--- src/rtl/systolic_pkg.sv ---
// Shared definitions for the systolic MAC array and its edge feeders.
package systolic_pkg;

    localparam int N_DEF  = 4;
    localparam int DW_DEF = 8;
    localparam int ACC_W  = 32;

    typedef logic signed [DW_DEF-1:0] operand_t;

    typedef enum logic [2:0] {
        IDLE,
        FLUSH,
        STREAM,
        DRAIN,
        DONE
    } feeder_state_e;

endpackage

--- src/rtl/skew_delay_line.sv ---
// DW-wide shift register of DEPTH stages; async reset, synchronous clear.
module skew_delay_line #(
    parameter int DW    = 8,
    parameter int DEPTH = 1
) (
    input  logic          clk,
    input  logic          rst,
    input  logic          clr,
    input  logic [DW-1:0] din,
    output logic [DW-1:0] dout
);

    logic [DEPTH-1:0][DW-1:0] sr;

    always_ff @(posedge clk or posedge rst) begin
        if (rst) begin
            sr <= '0;
        end else if (clr) begin
            sr <= '0;
        end else begin
            for (int s = DEPTH-1; s > 0; s--) sr[s] <= sr[s-1];
            sr[0] <= din;
        end
    end

    assign dout = sr[DEPTH-1];

endmodule

--- src/rtl/systolic_skew_feeder.sv ---
// West/north edge feeder for the NxN output-stationary array: lane skew plus flush/drain sequencing.
// Optional bubble counter output enabled by defining SKEW_FEEDER_PERF_EN.
module systolic_skew_feeder
    import systolic_pkg::*;
#(
    parameter int N     = N_DEF,
    parameter int DW    = DW_DEF,
    parameter int K_MAX = 16,
    parameter int KW    = $clog2(K_MAX+1)
) (
    input  logic          clk,
    input  logic          rst,
    input  logic          start,
    input  logic [KW-1:0] k_len,
    input  logic          in_valid,
    output logic          in_ready,
    input  logic [N*DW-1:0] a_col,
    input  logic [N*DW-1:0] b_row,
    output logic [N*DW-1:0] west_data,
    output logic [N*DW-1:0] north_data,
    output logic          flush,
    output logic          busy,
`ifdef SKEW_FEEDER_PERF_EN
    output logic [15:0]   bubble_cnt,
`endif
    output logic          done
);

    localparam int CW = $clog2(2*N);
    localparam logic [CW-1:0] DRAIN_LAST = CW'(2*N-2);
    localparam logic [KW-1:0] KLEN_MAX   = KW'(K_MAX);

    feeder_state_e  state_q;
    logic [KW-1:0]  klen_q;
    logic [KW-1:0]  beat_cnt;
    logic [CW-1:0]  drain_cnt;
    logic           accept;
    logic           lane_clr;
    logic [N*DW-1:0] a_in, b_in;

    assign in_ready = (state_q == STREAM);
    assign busy     = (state_q != IDLE);
    assign accept   = in_valid && in_ready;
    assign lane_clr = (state_q == FLUSH);

    // Bubbles and non-streaming cycles push zeros so the skew stays aligned.
    assign a_in = accept ? a_col : '0;
    assign b_in = accept ? b_row : '0;

    for (genvar i = 0; i < N; i++) begin : g_lane
        skew_delay_line #(.DW(DW), .DEPTH(i+1)) u_west (
            .clk  (clk),
            .rst  (rst),
            .clr  (lane_clr),
            .din  (a_in[i*DW +: DW]),
            .dout (west_data[i*DW +: DW])
        );
        skew_delay_line #(.DW(DW), .DEPTH(i+1)) u_north (
            .clk  (clk),
            .rst  (rst),
            .clr  (lane_clr),
            .din  (b_in[i*DW +: DW]),
            .dout (north_data[i*DW +: DW])
        );
    end

    always_ff @(posedge clk or posedge rst) begin
        if (rst) begin
            state_q   <= IDLE;
            klen_q    <= '0;
            beat_cnt  <= '0;
            drain_cnt <= '0;
            flush     <= 1'b0;
            done      <= 1'b0;
        end else begin
            flush <= 1'b0;
            done  <= 1'b0;
            case (state_q)
                IDLE: begin
                    if (start) begin
                        klen_q   <= (k_len > KLEN_MAX) ? KLEN_MAX : k_len;
                        beat_cnt <= '0;
                        flush    <= 1'b1;
                        state_q  <= FLUSH;
                    end
                end
                FLUSH: begin
                    drain_cnt <= '0;
                    if (klen_q == '0) begin
                        done    <= 1'b1;
                        state_q <= DONE;
                    end else begin
                        state_q <= STREAM;
                    end
                end
                STREAM: begin
                    if (accept) begin
                        beat_cnt <= KW'(beat_cnt + 1'b1);
                        if (KW'(beat_cnt + 1'b1) == klen_q) begin
                            drain_cnt <= '0;
                            state_q   <= DRAIN;
                        end
                    end
                end
                DRAIN: begin
                    // Final beat reaches PE(N-1,N-1) 2N-1 edges after its accept.
                    if (drain_cnt == DRAIN_LAST) begin
                        done    <= 1'b1;
                        state_q <= DONE;
                    end else begin
                        drain_cnt <= CW'(drain_cnt + 1'b1);
                    end
                end
                DONE:    state_q <= IDLE;
                default: state_q <= IDLE;
            endcase
        end
    end

`ifdef SKEW_FEEDER_PERF_EN
    always_ff @(posedge clk or posedge rst) begin
        if (rst) begin
            bubble_cnt <= '0;
        end else if (state_q == FLUSH) begin
            bubble_cnt <= '0;
        end else if (state_q == STREAM && !in_valid && bubble_cnt != 16'hFFFF) begin
            bubble_cnt <= bubble_cnt + 16'd1;
        end
    end
`endif

endmodule

--- config.mk ---
export PLATFORM = sky130hd
export DESIGN_NAME = systolic_skew_feeder
export DESIGN_NICKNAME = d
export VERILOG_FILES = /design/src/rtl/systolic_pkg.sv /design/src/rtl/skew_delay_line.sv /design/src/rtl/systolic_skew_feeder.sv
export SDC_FILE = /design/constraint.sdc
export NUM_CORES = 1
export LEC_CHECK = 0
export BUFFER_PORTS_ARGS = -buffer_cell sky130_fd_sc_hd__buf_4
export CORE_UTILIZATION = 32
export CTS_BUF_LIST = sky130_fd_sc_hd__clkbuf_16
export CTS_CLUSTER_SIZE = 30
export DETAILED_ROUTE_END_ITERATION = 8
export PLACE_DENSITY = 0.54
export SLEW_MARGIN = 20
export SYNTH_ARGS = -nofsm -noshare
export SYNTH_HDL_FRONTEND = slang
export SYNTH_SLANG_ARGS = --single-unit
--- constraint.sdc ---
create_clock -name clk -period 17.3 [get_ports clk]
set_input_delay 3.46 -clock clk [delete_from_list [all_inputs] [get_ports clk]]
set_output_delay 3.46 -clock clk [all_outputs]
set_load 0.01 [all_outputs]
==> results of run 1 <==
[cell families (layout without fill, tap and decap cells)]
group	count (synthesis)	count (layout)	synth area share, %
compound gates	20	20	2.12
xor+xnor	9	9	1.42
fa+ha+maj	3	3	0.577
buf+inv	75	181	7.97
flops	178	178	68.5
mux	4	4	0.654
other cells	0	1	0
simple gates	200	200	18.7
[state kept, by name, summed over array words and instances (netlist names)]
signal,flops
klen_q,5
g_lane.u_west.dout,32
g_lane.u_north.dout,32
beat_cnt,5
state_q,3
done,1
g_lane.u_north.sr,48
drain_cnt,3
g_lane.u_west.sr,48
flush,1
[cell type report]
cell class	instances	area share [%]
inverter	6	0.375
antenna	1	0.0313
clock buffer	17	5.32
clock inverter	15	1.66
timing repair buffer	143	13.5
tap	265	4.15
multi-input combinational	236	19.3
sequential	178	55.7
[where the power goes]
part           leakage, nW  switching, mW  internal, mW
Sequential            2.42         0.0393         0.499
Combinational         1.47          0.131         0.125
Clock                0.275          0.160         0.199
Total                 4.17          0.330         0.824
[cell usage in the layout, fill, tap and decap left out, types with 5 or more instances in the layout]
cell         n
xnor2_1      7
o21ai_0      8
clkinv_4     5
clkbuf_16   17
nand2_1     15
and2_1      64
dfrtp_1    178
nor2b_1     97
buf_4      142
[final timing paths]
path / endpoint / cells past startpoint / slack [ps]
setup / recovery: in_ready / 3 / 12240
min in group asynchronous: g_lane[2].u_north.sr[9] / 2 / 3110
setup reg to reg: beat_cnt[2] / 5 / 14920
hold reg to reg: g_lane[3].u_north.sr[14] / 1 / 460
hold / removal: g_lane[3].u_north.sr[14] / 1 / 460
max in group asynchronous: g_lane[1].u_north.dout[7] / 3 / 12950
[worst max-delay path, cell delays in order (launching register included)]
cell	delay, ps
dfrtp_1	530
inv_1	150
nor3_1	320
buf_4	190
[synth_stat cells]
cell type	count	share of area, %
a21oi_1	3	0.23
a221oi_2	1	0.23
a22o_1	3	0.40
a311o_1	1	0.15
a31o_1	2	0.27
and2_1	64	6.2
and3_1	1	0.096
buf_2	10	0.77
buf_4	50	5.8
buf_6	4	0.69
clkbuf_2	5	0.38
dfrtp_1	178	69
ha_1	3	0.58
inv_1	4	0.23
inv_2	2	0.12
mux2_2	2	0.35
mux2i_1	2	0.31
nand2_1	15	0.87
nand2b_1	4	0.38
nand3_1	3	0.23
nand3b_2	1	0.17
nand4_1	1	0.096
nand4b_1	1	0.13
nor2_1	4	0.23
nor2_2	1	0.096
nor2b_1	97	9.3
nor3_1	4	0.31
nor3_4	1	0.25
nor4b_1	1	0.13
nor4bb_1	1	0.15
o21ai_0	8	0.62
o21ai_1	1	0.077
o31a_1	1	0.13
or3_1	1	0.096
xnor2_1	7	0.94
xnor3_1	1	0.35
xor2_1	1	0.13
[metrics by stage]
stage	std cells	util (%)	hold slack [ps]	power (mW)	area, sq um
2_1_floorplan	489	-	439	0.743	6500
3_3_place_gp	828	37.7	440	0.798	7430
3_5_place_dp	828	37.7	447	0.810	7430
4_1_cts	860	40.5	458	1.18	7990
5_1_grt	860	40.5	475	1.23	8000
6_report	861	40.6	457	1.15	8000
[per-layer routing]
metal	wire length [microns]	share of wire [%]
met1	4790	43
met2	5200	47
met3	859	7.8
met4	164	1.5
met5	13	0.12
==> flow_summary.ini, run 1 <==
[critical_path]
cp.arrival_ps = 1600
path_max_fanout = 9
worstSetupPathType = flop to output pin
worstReg2RegStart = state_q[2]
end_kind = output pin
crit_required_ps = 13840
startpoint = state_q[1]
start_kind = flop

[route]
drc = 0
totalWireLength_microns = 11000
wl_per_cell_microns = 12.8
drtPass1Iterations = 4
viasPerCell = 4.00
drt-initial-drc-count = 122
vias = 3445
antenna_left = 0

[sta]
period_share_pct = 29.2
fin_ws_ps = 12240
hold_viol_final = 0
slew_headroom_pct = 35.7
finalCriticalPeriod_ps = 5060
timing.fmax_ghz = 0.198
slew_viol_final = 0
skew_ps = 5.36
setup_violations = 0
setup_tns_ps = 0
rsz0062_at_grt = no
worst-slew-pin-transition_ps = 965

[cts]
cts_resized = 0
postCtsSetupBuffers = 0
htree_levels = 4
clkTransAtPathRegs_ps = 60
cts_max_path_buffers = 2
cts_tree = yes
hold_buffers = 0
cts_root_buf = clkbuf_16
clock-sinks = 178
cts_inserted_buffers = 17
clk-insertion-delay-late_ps = 420

[die]
fp.dieH_microns = 145
coreArea_sq_um = 19700
ios = 141
dieArea_sq_um = 20900
die_w_microns = 145
row_count = 51
start_util_pct = 33.0

[logic_synthesis]
yosysUniqueCellTypes = 37
syn_inst = 489
ys_warn_count = 0
syn_area_per_cell_sq_um = 13.3
synth_nets = 565
ys_seq_area_share_pct = 68.5
ys_ff_latch = 178
synthesis.area_sq_um = 6500

[worst_hold_path]
worst_hold_startpoint = g_lane[3].u_north.sr[6]
hp-class = flop to flop

[place]
portBuffers = 140
hpwl_microns = 7180
pre_cts_slack_ps = 11920
gp_congestion = 0.739

[pwr]
ir_drop_uv = 60.4
power_per_cell_area_nw_per_um2 = 144
leakage_nw = 4.17

[flow_run]
maxCapViolCount = 0

[global_routing]
grtUsageMet1_pct = 14.5
grt_max_degree = 97
use_met2_pct = 17.3
grt_most_used_layer = met2
grtUsageMet3_pct = 5.17
grt_pass1_wl_microns = 18100
gr-usage-all-layers_pct = 11.7
grt_pass1_vias = 3584
globalRouteOverflowTotal = 0
antenna_found_initial = 2

[outcome]
status = finished clean

[final_layout]
num-fill-cells = 1827
syn_to_final_growth_pct = 23.0
seq_area_sq_um = 4450
nets = 658
multi_input_area_sq_um = 1540
layout-drive-gt1-share_pct = 30.6
Note: power is estimated with default switching activity, not from simulation.
==> run 2: changes to the inputs <==
- clock period: 17.3 -> 5.1 ns (I/O delays scaled with it)
==> run 2 against run 1 <==
Effect of this change:
- cell count unchanged
- via count is 0.35% lower
- register-to-register slack worse by 12000 ps
- highest routed layer is now met4
==> flow_summary.ini, run 2 (synthesis gave the netlist of run 1 again) <==
[sta]
fin_hold_ws_ps = 453
timing.fmax_ghz = 0.386
slew_headroom_pct = 33.6
hold_viol_final = 0
rsz0062_at_grt = no
worst-slew-pin-transition_ps = 996
skew_ps = 9.41
setup_tns_ps = 0
fin_ws_ps = 2510
slew_viol_final = 0
finalCriticalPeriod_ps = 2590
period_share_pct = 50.8
setup_violations = 0

[global_routing]
grt_most_used_layer = met2
gr-usage-all-layers_pct = 11.7
grt_pass1_wl_microns = 18100
antenna_found_initial = 0
grtUsageMet3_pct = 4.74
use_met2_pct = 16.8
grtUsageMet1_pct = 15.0
globalRouteOverflowTotal = 0
grt_max_degree = 179
grt_pass1_vias = 3501

[cts]
cts_root_buf = clkbuf_16
clkTransAtPathRegs_ps = 70
cts_tree = yes
hold_buffers = 0
clock-sinks = 178
postCtsSetupBuffers = 0
cts_resized = 0
htree_levels = 4
clk-insertion-delay-late_ps = 420
cts_inserted_buffers = 17
cts_max_path_buffers = 2

[route]
totalWireLength_microns = 11200
drt-initial-drc-count = 145
drtPass1Iterations = 4
viasPerCell = 3.99
vias = 3433
drc = 0
antenna_left = 0
wl_per_cell_microns = 13.0

[die]
fp.dieH_microns = 145
die_w_microns = 145
coreArea_sq_um = 19700
row_count = 51
dieArea_sq_um = 20900
ios = 141
start_util_pct = 33.0

[place]
pre_cts_slack_ps = 2690
portBuffers = 140
hpwl_microns = 7340
dpl.cell_count = 830
gp_congestion = 0.655

[final_layout]
syn_to_final_growth_pct = 23.4
layout-drive-gt1-share_pct = 30.9
nets = 660
fin_cells = 861
final_common_cell = dfrtp_1
reg_top3 = g_lane.u_north.sr x48, g_lane.u_west.sr x48
diodes = 0
final_cell_mix = 178 x dfrtp_1, 144 x buf_4, 97 x nor2b_1
num-fill-cells = 1872

[critical_path]
path_max_fanout = 15
critPathTopFamily = flip-flops
cp_cell_sequence = or3_1, buf_4
crit_required_ps = 4080
cp.buffers_inverters = 1
cp.arrival_ps = 1570
cp_slowest_cell = dfrtp_1
start_kind = flop
end_kind = output pin
slowest_delay_ps = 580
worstSetupPathType = flop to output pin

[pwr]
ir_drop_uv = 206
total_power_mw = 3.96
power_per_cell_area_nw_per_um2 = 493
leakage_nw = 4.18

[flow_run]
maxCapViolCount = 0

[outcome]
status = finished clean

[worst_hold_path]
hp-class = flop to flop
==> run 2: final timing paths <==
kind / start / end / slack [ps] / cells past startpoint
min in group asynchronous: rst / g_lane[1].u_north.dout[4] / 800 / 3
max: state_q[2] / busy / 2510 / 2
min: g_lane[3].u_west.sr[2] / g_lane[3].u_west.sr[10] / 450 / 1
min reg2reg: g_lane[3].u_west.sr[2] / g_lane[3].u_west.sr[10] / 450 / 1
max in group asynchronous: rst / g_lane[1].u_west.sr[3] / 3500 / 3
max reg2reg: state_q[2] / beat_cnt[2] / 3190 / 5
==> run 2: per-stage QoR <==
step / area, sq um / util [%]
floorplan: 6500 / -
global placement: 7460 / 37.8
detailed placement: 7460 / 37.8
CTS: 8030 / 40.7
global route: 8030 / 40.7
finish: 8030 / 40.7
==> run 2: metal layers <==
metal,routed length [microns],vias up
met5,0,-
met4,201,0
met3,834,14
met2,5080,103
met1,5030,1657
li1,-,1659
==> run 2: where the power goes <==
part | internal, mW | leakage, nW | switching [mW] | total, mW
registers | 1.69 | 2.42 | 0.136 | 1.83
clock network | 0.717 | 0.282 | 0.534 | 1.25
logic | 0.431 | 1.48 | 0.448 | 0.878
total | 2.84 | 4.18 | 1.12 | 3.96
==> run 2: final cells by class <==
cell class                 instances  area [sq um]  area share (%)
sequential                       178          4450            55.5
multi-input combinational        236          1540            19.2
timing repair buffer             145          1100            13.7
clock buffer                      17           425            5.30
tap                              265           332            4.13
clock inverter                    14           143            1.78
inverter                           6          26.3           0.327
==> run 2: worst reg2reg max path, cell delays in order, from the launching register on <==
cell      delay, ps
dfrtp_1         580
nor4bb_4        360
buf_4           390
nor2_2          140
o21ai_0         220
o21ai_1          90
